===== src/rtl/pcap_irq_queue.sv =====
// Multi-channel PCAP IRQ status queue: round-robin event arbiter, DEPTH-entry
// status FIFO with a pop-on-read head word, and threshold/timeout IRQ coalescing.
module pcap_irq_queue #(
    parameter int unsigned NCHAN  = 4,
    parameter int unsigned CHAN_W = 2,
    parameter int unsigned FLAG_W = 8,
    parameter int unsigned CNT_W  = 16,
    parameter int unsigned DEPTH  = 16,
    parameter int unsigned LVL_W  = 5
) (
    input  logic                     clk_i,
    input  logic                     resetn_i,
    input  logic [NCHAN-1:0]         evt_valid_i,
    output logic [NCHAN-1:0]         evt_ready_o,
    input  logic [NCHAN*FLAG_W-1:0]  evt_flags_i,
    input  logic [NCHAN*CNT_W-1:0]   evt_count_i,
    input  logic                     rd_strobe_i,
    output logic [31:0]              rd_data_o,
    input  logic                     clear_i,
    input  logic [LVL_W-1:0]         irq_thresh_i,
    input  logic [15:0]              irq_timeout_i,
    output logic                     irq_o,
    output logic [LVL_W-1:0]         level_o
);

    localparam int unsigned ENTRY_W = FLAG_W + CHAN_W + CNT_W;
    localparam int unsigned PTR_W   = LVL_W - 1;
    localparam logic [LVL_W-1:0] FULL_LVL = LVL_W'(DEPTH);

    logic [ENTRY_W-1:0] mem_q [DEPTH];
    logic [PTR_W-1:0]   wr_ptr_q, wr_ptr_d, rd_ptr_q, rd_ptr_d;
    logic [LVL_W-1:0]   level_q, level_d;
    logic [CHAN_W-1:0]  rr_q, rr_d;
    logic               irq_q, irq_d;
    logic [15:0]        timer_q, timer_d;

    logic [NCHAN-1:0]   gnt_oh;
    logic [CHAN_W-1:0]  gnt_idx;
    logic [ENTRY_W-1:0] push_entry;
    logic [LVL_W-1:0]   thresh_eff;
    logic               full, empty, push, pop, tmo_hit;

    assign full  = (level_q == FULL_LVL);
    assign empty = (level_q == '0);

    // First requester at or after rr, wrapping; constant indexing keeps it NCHAN-agnostic.
    always_comb begin
        int unsigned c;
        c       = 0;
        gnt_oh  = '0;
        gnt_idx = '0;
        for (int unsigned i = 0; i < NCHAN; i++) begin
            c = (32'(rr_q) + i) % NCHAN;
            for (int unsigned j = 0; j < NCHAN; j++) begin
                if (gnt_oh == '0 && j == c && evt_valid_i[j]) begin
                    gnt_oh[j] = 1'b1;
                    gnt_idx   = CHAN_W'(j);
                end
            end
        end
    end

    always_comb begin
        push_entry = '0;
        for (int unsigned j = 0; j < NCHAN; j++) begin
            if (gnt_oh[j]) begin
                push_entry = {evt_count_i[j*CNT_W +: CNT_W], CHAN_W'(j),
                              evt_flags_i[j*FLAG_W +: FLAG_W]};
            end
        end
    end

    assign evt_ready_o = (!clear_i && !full) ? gnt_oh : '0;
    assign push        = |evt_ready_o;
    assign pop         = rd_strobe_i && !empty && !clear_i;
    assign thresh_eff  = (irq_thresh_i == '0) ? LVL_W'(1) : irq_thresh_i;
    assign tmo_hit     = (irq_timeout_i != '0) && !empty &&
                         (({1'b0, timer_q} + 17'd1) == {1'b0, irq_timeout_i});

    always_comb begin
        wr_ptr_d = wr_ptr_q;
        rd_ptr_d = rd_ptr_q;
        level_d  = level_q;
        rr_d     = rr_q;
        irq_d    = irq_q;
        timer_d  = timer_q;
        if (clear_i) begin
            wr_ptr_d = '0;
            rd_ptr_d = '0;
            level_d  = '0;
            irq_d    = 1'b0;
            timer_d  = '0;
        end else begin
            if (push) begin
                wr_ptr_d = wr_ptr_q + PTR_W'(1);
                rr_d     = CHAN_W'((32'(gnt_idx) + 1) % NCHAN);
            end
            if (pop) begin
                rd_ptr_d = rd_ptr_q + PTR_W'(1);
            end
            level_d = level_q + LVL_W'(push) - LVL_W'(pop);
            if (empty || irq_q) begin
                timer_d = '0;
            end else if (timer_q != '1) begin
                timer_d = timer_q + 16'd1;
            end
            if (level_d == '0) begin
                irq_d = 1'b0;
            end else if (!irq_q && (level_d >= thresh_eff || tmo_hit)) begin
                irq_d = 1'b1;
            end
        end
    end

    always_ff @(posedge clk_i) begin
        if (!resetn_i) begin
            wr_ptr_q <= '0;
            rd_ptr_q <= '0;
            level_q  <= '0;
            rr_q     <= '0;
            irq_q    <= 1'b0;
            timer_q  <= '0;
        end else begin
            wr_ptr_q <= wr_ptr_d;
            rd_ptr_q <= rd_ptr_d;
            level_q  <= level_d;
            rr_q     <= rr_d;
            irq_q    <= irq_d;
            timer_q  <= timer_d;
        end
    end

    always_ff @(posedge clk_i) begin
        if (resetn_i && push) begin
            mem_q[wr_ptr_q] <= push_entry;
        end
    end

    always_comb begin
        rd_data_o = '0;
        if (!empty) begin
            rd_data_o[ENTRY_W-1:0] = mem_q[rd_ptr_q];
            rd_data_o[31]          = 1'b1;
        end
    end

    assign irq_o   = irq_q;
    assign level_o = level_q;

endmodule


===== config.mk =====
export PLATFORM = sky130hd
export DESIGN_NAME = pcap_irq_queue
export DESIGN_NICKNAME = d
export VERILOG_FILES = /design/src/rtl/pcap_irq_queue.sv
export SDC_FILE = /design/constraint.sdc
export NUM_CORES = 1
export LEC_CHECK = 0
export ABC_AREA = 1
export ABC_CLOCK_PERIOD_IN_PS = 7350
export BUFFER_PORTS_ARGS = -buffer_cell sky130_fd_sc_hd__buf_2
export CORE_MARGIN = 2
export CORE_UTILIZATION = 56
export CTS_CLUSTER_SIZE = 20
export DETAILED_ROUTE_END_ITERATION = 16
export PLACE_DENSITY = 0.81
export SYNTH_ARGS = -nofsm -noshare
export SYNTH_HDL_FRONTEND = slang
export SYNTH_SLANG_ARGS = --single-unit

===== constraint.sdc =====
create_clock -name clk_i -period 7.35 [get_ports clk_i]
set_clock_uncertainty 0.05 [all_clocks]
set_input_delay 2.205 -clock clk_i [delete_from_list [all_inputs] [get_ports clk_i]]
set_output_delay 2.205 -clock clk_i [all_outputs]
set_load 0.01 [all_outputs]

# ---- Yosys cells after proc, flatten, opt, wreduce, memory -nomap -nowiden
# Memories as Yosys holds them, arrays and structs flattened. A register that Yosys moved wholly into a read port is not among the register bits.
# Index checks and enable logic that the tools add are counted.
dict set report totals {
  ram_bits 416
  memories 1
  elab_cells 150
  out_inout_bits 42
  regBits 32
  input_bits 125
}
# name words width rd rd_clocked_by_memory_dff wr line_no
set mem_list {}
lappend mem_list {mem_q 16 26 1 1 1 30} ;# logic [ENTRY_W-1:0] mem_q [DEPTH];
dict set report classes {
  add_sub_neg 10
  n_eq_ne 15
  reduce_logical 71
  bitwise 3
  mux 43
  magnitude_cmp 1
}
# operator n
set ops {}
lappend ops {{$mux W26} 5}
lappend ops {{$logic_not A32 Y1} 4}
lappend ops {{$logic_not A4 Y1} 12}
lappend ops {{$logic_and A1 B1 Y1} 38}
lappend ops {{$mux W2} 14}
lappend ops {{$mux W1} 20}
lappend ops {{$add A16 B1 Y17 const B} 1}
lappend ops {{$eq A17 B16 Y1} 1}
lappend ops {{$add A16 B1 Y16 const B} 1}
lappend ops {{$eq A2 B2 Y1 const A} 8}
lappend ops {{$ne A16 B16 Y1 const B} 1}
lappend ops {{$reduce_bool A16 Y1} 1}
lappend ops {{$logic_not A5 Y1} 3}
lappend ops {{$mux W4} 3}
lappend ops {{$add A4 B1 Y4 const B} 2}
lappend ops {{$eq A1 B2 Y1 const A} 4}
lappend ops {{$reduce_or A3 Y1} 2}
lappend ops {{$add A5 B1 Y5} 1}
lappend ops {{$eq A5 B5 Y1 const B} 1}
lappend ops {{$ge A5 B5 Y1} 1}
lappend ops {{$mux W5} 1}
lappend ops {{$sub A5 B1 Y5} 1}
lappend ops {{$add A2 B1 Y2 const B} 2}
lappend ops {{$add A2 B2 Y2 const B} 2}
lappend ops {{8 further kinds} 14}

# ---- Depth between registers and ports, before layout
dict set report logic_depth {
  ltp_word 70
  mapped_depth 37
  mapped_depth_nobuf 35
}

# ---- Worst setup path after synthesis
# Ideal clock, no wire load.
dict set report synth_path {
  kind {in2reg}
  start {input evt_valid_i[2]}
  end {memory mem_q[10][0] (netlist bit), enable pin}
  path_stages 20
  setup_slack_ns 1.194
  setup_ns 0.442
  t_arrival_ns 5.664
  required_ns 6.858
  n_path_buf 1
  cell_sequence {nand3_2 -> nand2_1 -> nor2_2 -> nand2_1 -> nand2_2 -> nor2_2 -> nand2_2 -> nor2_1 -> a21oi_2 -> nand2_1 -> inv_2 -> nand3_4 -> nand3_2 -> nand4_2 -> inv_2 -> nand4_4 -> nand3_4 -> nand2_2 -> buf_4 -> nor3_1}
}
dict set report synth_via {
  elab_chain_cells 59
}
# item line_no
set synth_rtl {}
lappend synth_rtl {{start: declaration} 13} ;# input logic [NCHAN-1:0] evt_valid_i,
lappend synth_rtl {{$logic_and A1 B1 Y1} 55} ;# if (gnt_oh == '0 && j == c && evt_valid_i[j]) begin
lappend synth_rtl {{$mux W1} 55}
lappend synth_rtl {{$logic_not A3 Y1} 55}
lappend synth_rtl {{$logic_and A1 B1 Y1 (2 in a row)} 55}
lappend synth_rtl {{$mux W1} 55}
lappend synth_rtl {{$logic_not A4 Y1} 55}
lappend synth_rtl {{$logic_and A1 B1 Y1 (2 in a row)} 55}
lappend synth_rtl {{$mux W1} 55}
lappend synth_rtl {{[40 not listed]} --}
lappend synth_rtl {{$logic_not A4 Y1} 55}
lappend synth_rtl {{$logic_and A1 B1 Y1 (2 in a row)} 55}
lappend synth_rtl {{$mux W1} 55}
lappend synth_rtl {{$mux W4 *} 73} ;# assign evt_ready_o = (!clear_i && !full) ? gnt_oh : '0;
lappend synth_rtl {{$reduce_or A4 Y1 *} 74} ;# assign push = |evt_ready_o;
lappend synth_rtl {{$logic_and A1 B1 Y1 *} 134} ;# if (resetn_i && push) begin
lappend synth_rtl {{$mux W1 *} 134}
lappend synth_rtl {{$mux W1 (implied by the code) *} 135} ;# mem_q[wr_ptr_q] <= push_entry;
lappend synth_rtl {{end: declaration} 30}
# Every way passes the cells marked *; elsewhere a longest branch is shown, timed or not.

# ---- Worst setup path in the final report
dict set report layout_path {
  start {input evt_valid_i[2]}
  end {output evt_ready_o[3]}
}
dict set report layout_via {
  elab_chain_cells 55
}
# item line_no
set layout_rtl {}
lappend layout_rtl {{$logic_and A1 B1 Y1} 55}
lappend layout_rtl {{$mux W1} 55}
lappend layout_rtl {{$logic_not A3 Y1} 55}
lappend layout_rtl {{$logic_and A1 B1 Y1 (2 in a row)} 55}
lappend layout_rtl {{$mux W1} 55}
lappend layout_rtl {{$logic_not A4 Y1} 55}
lappend layout_rtl {{$logic_and A1 B1 Y1 (2 in a row)} 55}
lappend layout_rtl {{$mux W1} 55}
lappend layout_rtl {{[35 not listed]} --}
lappend layout_rtl {{$mux W1} 55}
lappend layout_rtl {{$logic_not A4 Y1} 55}
lappend layout_rtl {{$logic_and A1 B1 Y1 (2 in a row)} 55}
lappend layout_rtl {{$mux W1} 55}
lappend layout_rtl {{$logic_not A4 Y1} 55}
lappend layout_rtl {{$logic_and A1 B1 Y1 (2 in a row)} 55}
lappend layout_rtl {{$mux W1 *} 55}
lappend layout_rtl {{$mux W4 *} 73}
lappend layout_rtl {{end: declaration} 14} ;# output logic [NCHAN-1:0] evt_ready_o,
# Marks and branches as above.

==> key figures <==
Power and ir drop
  – Worst VDD drop: 0.000562 V
  – Combinational power share: 0.264
  – Flop pwr share: 0.451
  – Psw: 2.61 mW
  – Int Power: 5.31 mW
  – Sw frac: 0.329
  – Leakage power: 7.68 nW
  – Pwr dens: 361 nW/µm²
  – Clock power share: 0.284

STA
  – Fin. max-slew vios: 0
  – Worst-margin pin slew: 1120 ps
  – Fmax: 153 MHz
  – Final setup violation count: 0
  – Final count of hold timing violations: 0
  – Final period util: 0.888
  – RSZ-0062 raised after global routing: false
  – Fin crit period: 6530 ps
  – Setup TNS: 0 ps
  – Slew margin rel.: 0.255

Synthesis
  – Cell taking the most area after synthesis: edfxtp_1
  – Post-synthesis instance total: 1611
  – Post-synth ARST share: 0
  – Main synth FF type: edfxtp_1
  – Synth top area share: 0.651
  – Flops & latches, synth: 452
  – Ys Warns: 0
  – Most frequent cells after synthesis: edfxtp_1 (416), nor2_1 (273), o21ai_0 (231), nand3_1 (88), clkbuf_1 (87)
  – Syn Area/Cell: 11.9 µm²
  – Register area share after synthesis: 0.688
  – Cell with the most instances after synthesis: edfxtp_1
  – Mapped cell area: 19200 µm²
  – Top cells by area, synth: edfxtp_1 (65%), o21ai_0 (6.0%), nor2_1 (5.3%), dfxtp_1 (3.8%), o221ai_1 (3.4%)
  – Cell variety after synth: 46
  – EDFF count, synth: 416

Global routing
  – Initial antenna violation count: 0
  – Vias in the first global route: 13900
  – GR Overflow Total: 0
  – Tot GR Track Use: 0.270
  – First-pass GRT wire length: 74.8 mm
  – Largest net degree at the start of global routing: 105

Worst setup path
  – CP required: 5100 ps
  – CP Class: input pin to output port
  – Number of cells on the worst reg-to-reg path: 32
  – CP startpoint kind: input pin
  – CP arrival: 4270 ps
  – RR Startpoint: rr_q[1]
  – Worst-path fanout max: 4
  – Critical R2R Capture: irq_o
  – R2R Setup Slk: 2500 ps
  – Setup crit start: evt_valid_i[2]
  – Critical Path End Type: output port

Worst hold path
  – Hold path startpoint: rd_ptr_q[2]
  – Worst min path class: flop to flop
  – Hold Path Depth: 2

Final layout
  – Layout Area Growth over Synthesis: 14.5%
  – Multi-input logic area: 5380 µm²
  – Final Cell Area: 22000 µm²
  – # nets final: 1894
  – Number of antenna diodes: 0
  – Fill cells: 2349
  – Register Area: 13200 µm²
  – Ratio of cells with drive above 1 in the final layout: 0.176

Floorplanning
  – Die H: 189 µm
  – Io pins: 167
  – Die ar.: 35800 µm²
  – Die width: 189 µm
  – Row cnt: 67
  – Core area: 33600 µm²
  – Initial Utilization: 0.571

CTS
  – Worst-skew pair later-pin latency: 540 ps
  – CTS tree: built
  – Postcts setup bufs: 0
  – CTS sink cnt: 452
  – CTS Hold Buffers Added: 0
  – CTS max path bufs: 3
  – Root buffer cell: clkbuf_16
  – CTS H-tree lvls: 2
  – Resized cells post-CTS: 0
  – CTS clk-pin slew, worst paths: 60 ps
  – CTS Buf Count: 45

Route
  – Wire per inst: 21.8 µm
  – 1st-pass router iterations: 7
  – Met2 WL: 23.2 mm
  – Via total after detailed routing: 13900
  – Post-route ant nets: 0
  – Metal-1 WL: 18.4 mm
  – Initial DRC Count: 1745
  – Met3 WL post-DR: 5.53 mm
  – Via density: 6.20
  – Max layer used: met4
  – DRT Wirelength: 48.7 mm
  – # DRC: 0

Place
  – # port buffers: 161
  – Hpwl dp: 26.7 mm
  – Area after DPL: 20500 µm²
  – Routability cong.: 0.850

Flow run
  – MaxCap Viol Count: 0

Status
  – Outcome: completed
## stage by stage
| stage | total power [mW] | cells | hold slack, ps | utilization | worst slack (ps) |
|---|---|---|---|---|---|
| finish | 7.92 | 2235 | 432 | 0.653 | 825 |
| CTS | 7.90 | 2235 | 430 | 0.653 | 864 |
| floorplan | 4.89 | 1615 | 397 | - | 1190 |
| detailed placement | 5.67 | 2153 | 416 | 0.610 | 793 |
| global placement | 5.58 | 2153 | 411 | 0.610 | 990 |
| global route | 8.24 | 2235 | 467 | 0.653 | 659 |
## sequential cells by signal, indices dropped and copies added, names as in the netlist, named ones only
signal / count
timer_q: 16
level_o: 5
rd_ptr_q: 4
wr_ptr_q: 4
rr_q: 2
irq_o: 1
mem_q: 416
## metal layers
layer  vias up  global-route usage
met2       862               0.442
met4         0               0.105
met3       121              0.0639
met5         -                   0
met1      6662               0.352
li1       6207                   -
## cell type report
class                   instances  area share
clock inverters                30      0.0134
well taps                     448      0.0255
flip-flops and latches        452       0.602
multi-input cells             986       0.245
clock buffers                  52      0.0525
inverters                      73      0.0127
repair buffers                194      0.0491
## placed cells by master (no fill, tap or decap), drive strengths merged
cell and n:
a211oi 2, o2bb2ai 1, a21oi 55, or2 2
nand4 7, clkbuf 52, nor2 277, o22ai 31
o21a 5, edfxtp 416, a21boi 1, o21ai 232
a41o 1, o21bai 3, inv 73, nand3 93
xnor2 10, bufinv 5, clkinvlp 1, clkinv 24
fa 1, and2 1, o221ai 74, nor3 27
nor4 3, and3 1, dfxtp 36, ha 16
a21o 1, conb 5, a22oi 24, buf 194
xor2 20, nand2 93
## critical path, cell delays in order
cell     delay, ps
buf_2          130
nand3_2         90
nand2_1         90
nor2_2         140
nand2_1         80
nand2_2         70
nor2_2          50
nand2_2         90
nor2_1          50
a21oi_2        120
nand2_1        100
inv_2           90
nand3_4         90
nand3_2        140
nand4_2        130
inv_2          110
nand4_4        110
nand2_2         90
inv_1           50
nor2_1         100
buf_2          150
## logic make-up (layout without fill, tap and decap cells)
family                     after synthesis  after routing  share of synthesized area
buffers and inverters                  177            349                     0.0368
AOI/OAI and AO/OA                      430            430                      0.136
DFF                                    452            452                      0.688
xor gates and xnor gates                30             30                     0.0137
adders and majority gates               17             17                     0.0115
and+or+nand+nor                        504            504                      0.114
other                                    1              5                   0.000195
## worst max-delay path by stage
stage                      to  cells after the start
2_1_floorplan    mem_q[10][0]                     20
3_3_place_gp   evt_ready_o[3]                     21
6_report       evt_ready_o[3]                     21
4_1_cts        evt_ready_o[3]                     19
5_1_grt        evt_ready_o[3]                     19
3_5_place_dp            irq_o                     33
## power groups by stage
stage	Sequential (mW)	Combinational, mW	Clock (mW)
2_1_floorplan	3.57	1.32	0
3_3_place_gp	3.62	1.96	0
3_5_place_dp	3.63	2.04	0
4_1_cts	3.57	2.06	2.26
5_1_grt	3.59	2.30	2.36
6_report	3.58	2.09	2.25
(Power assumes the default switching activity.)
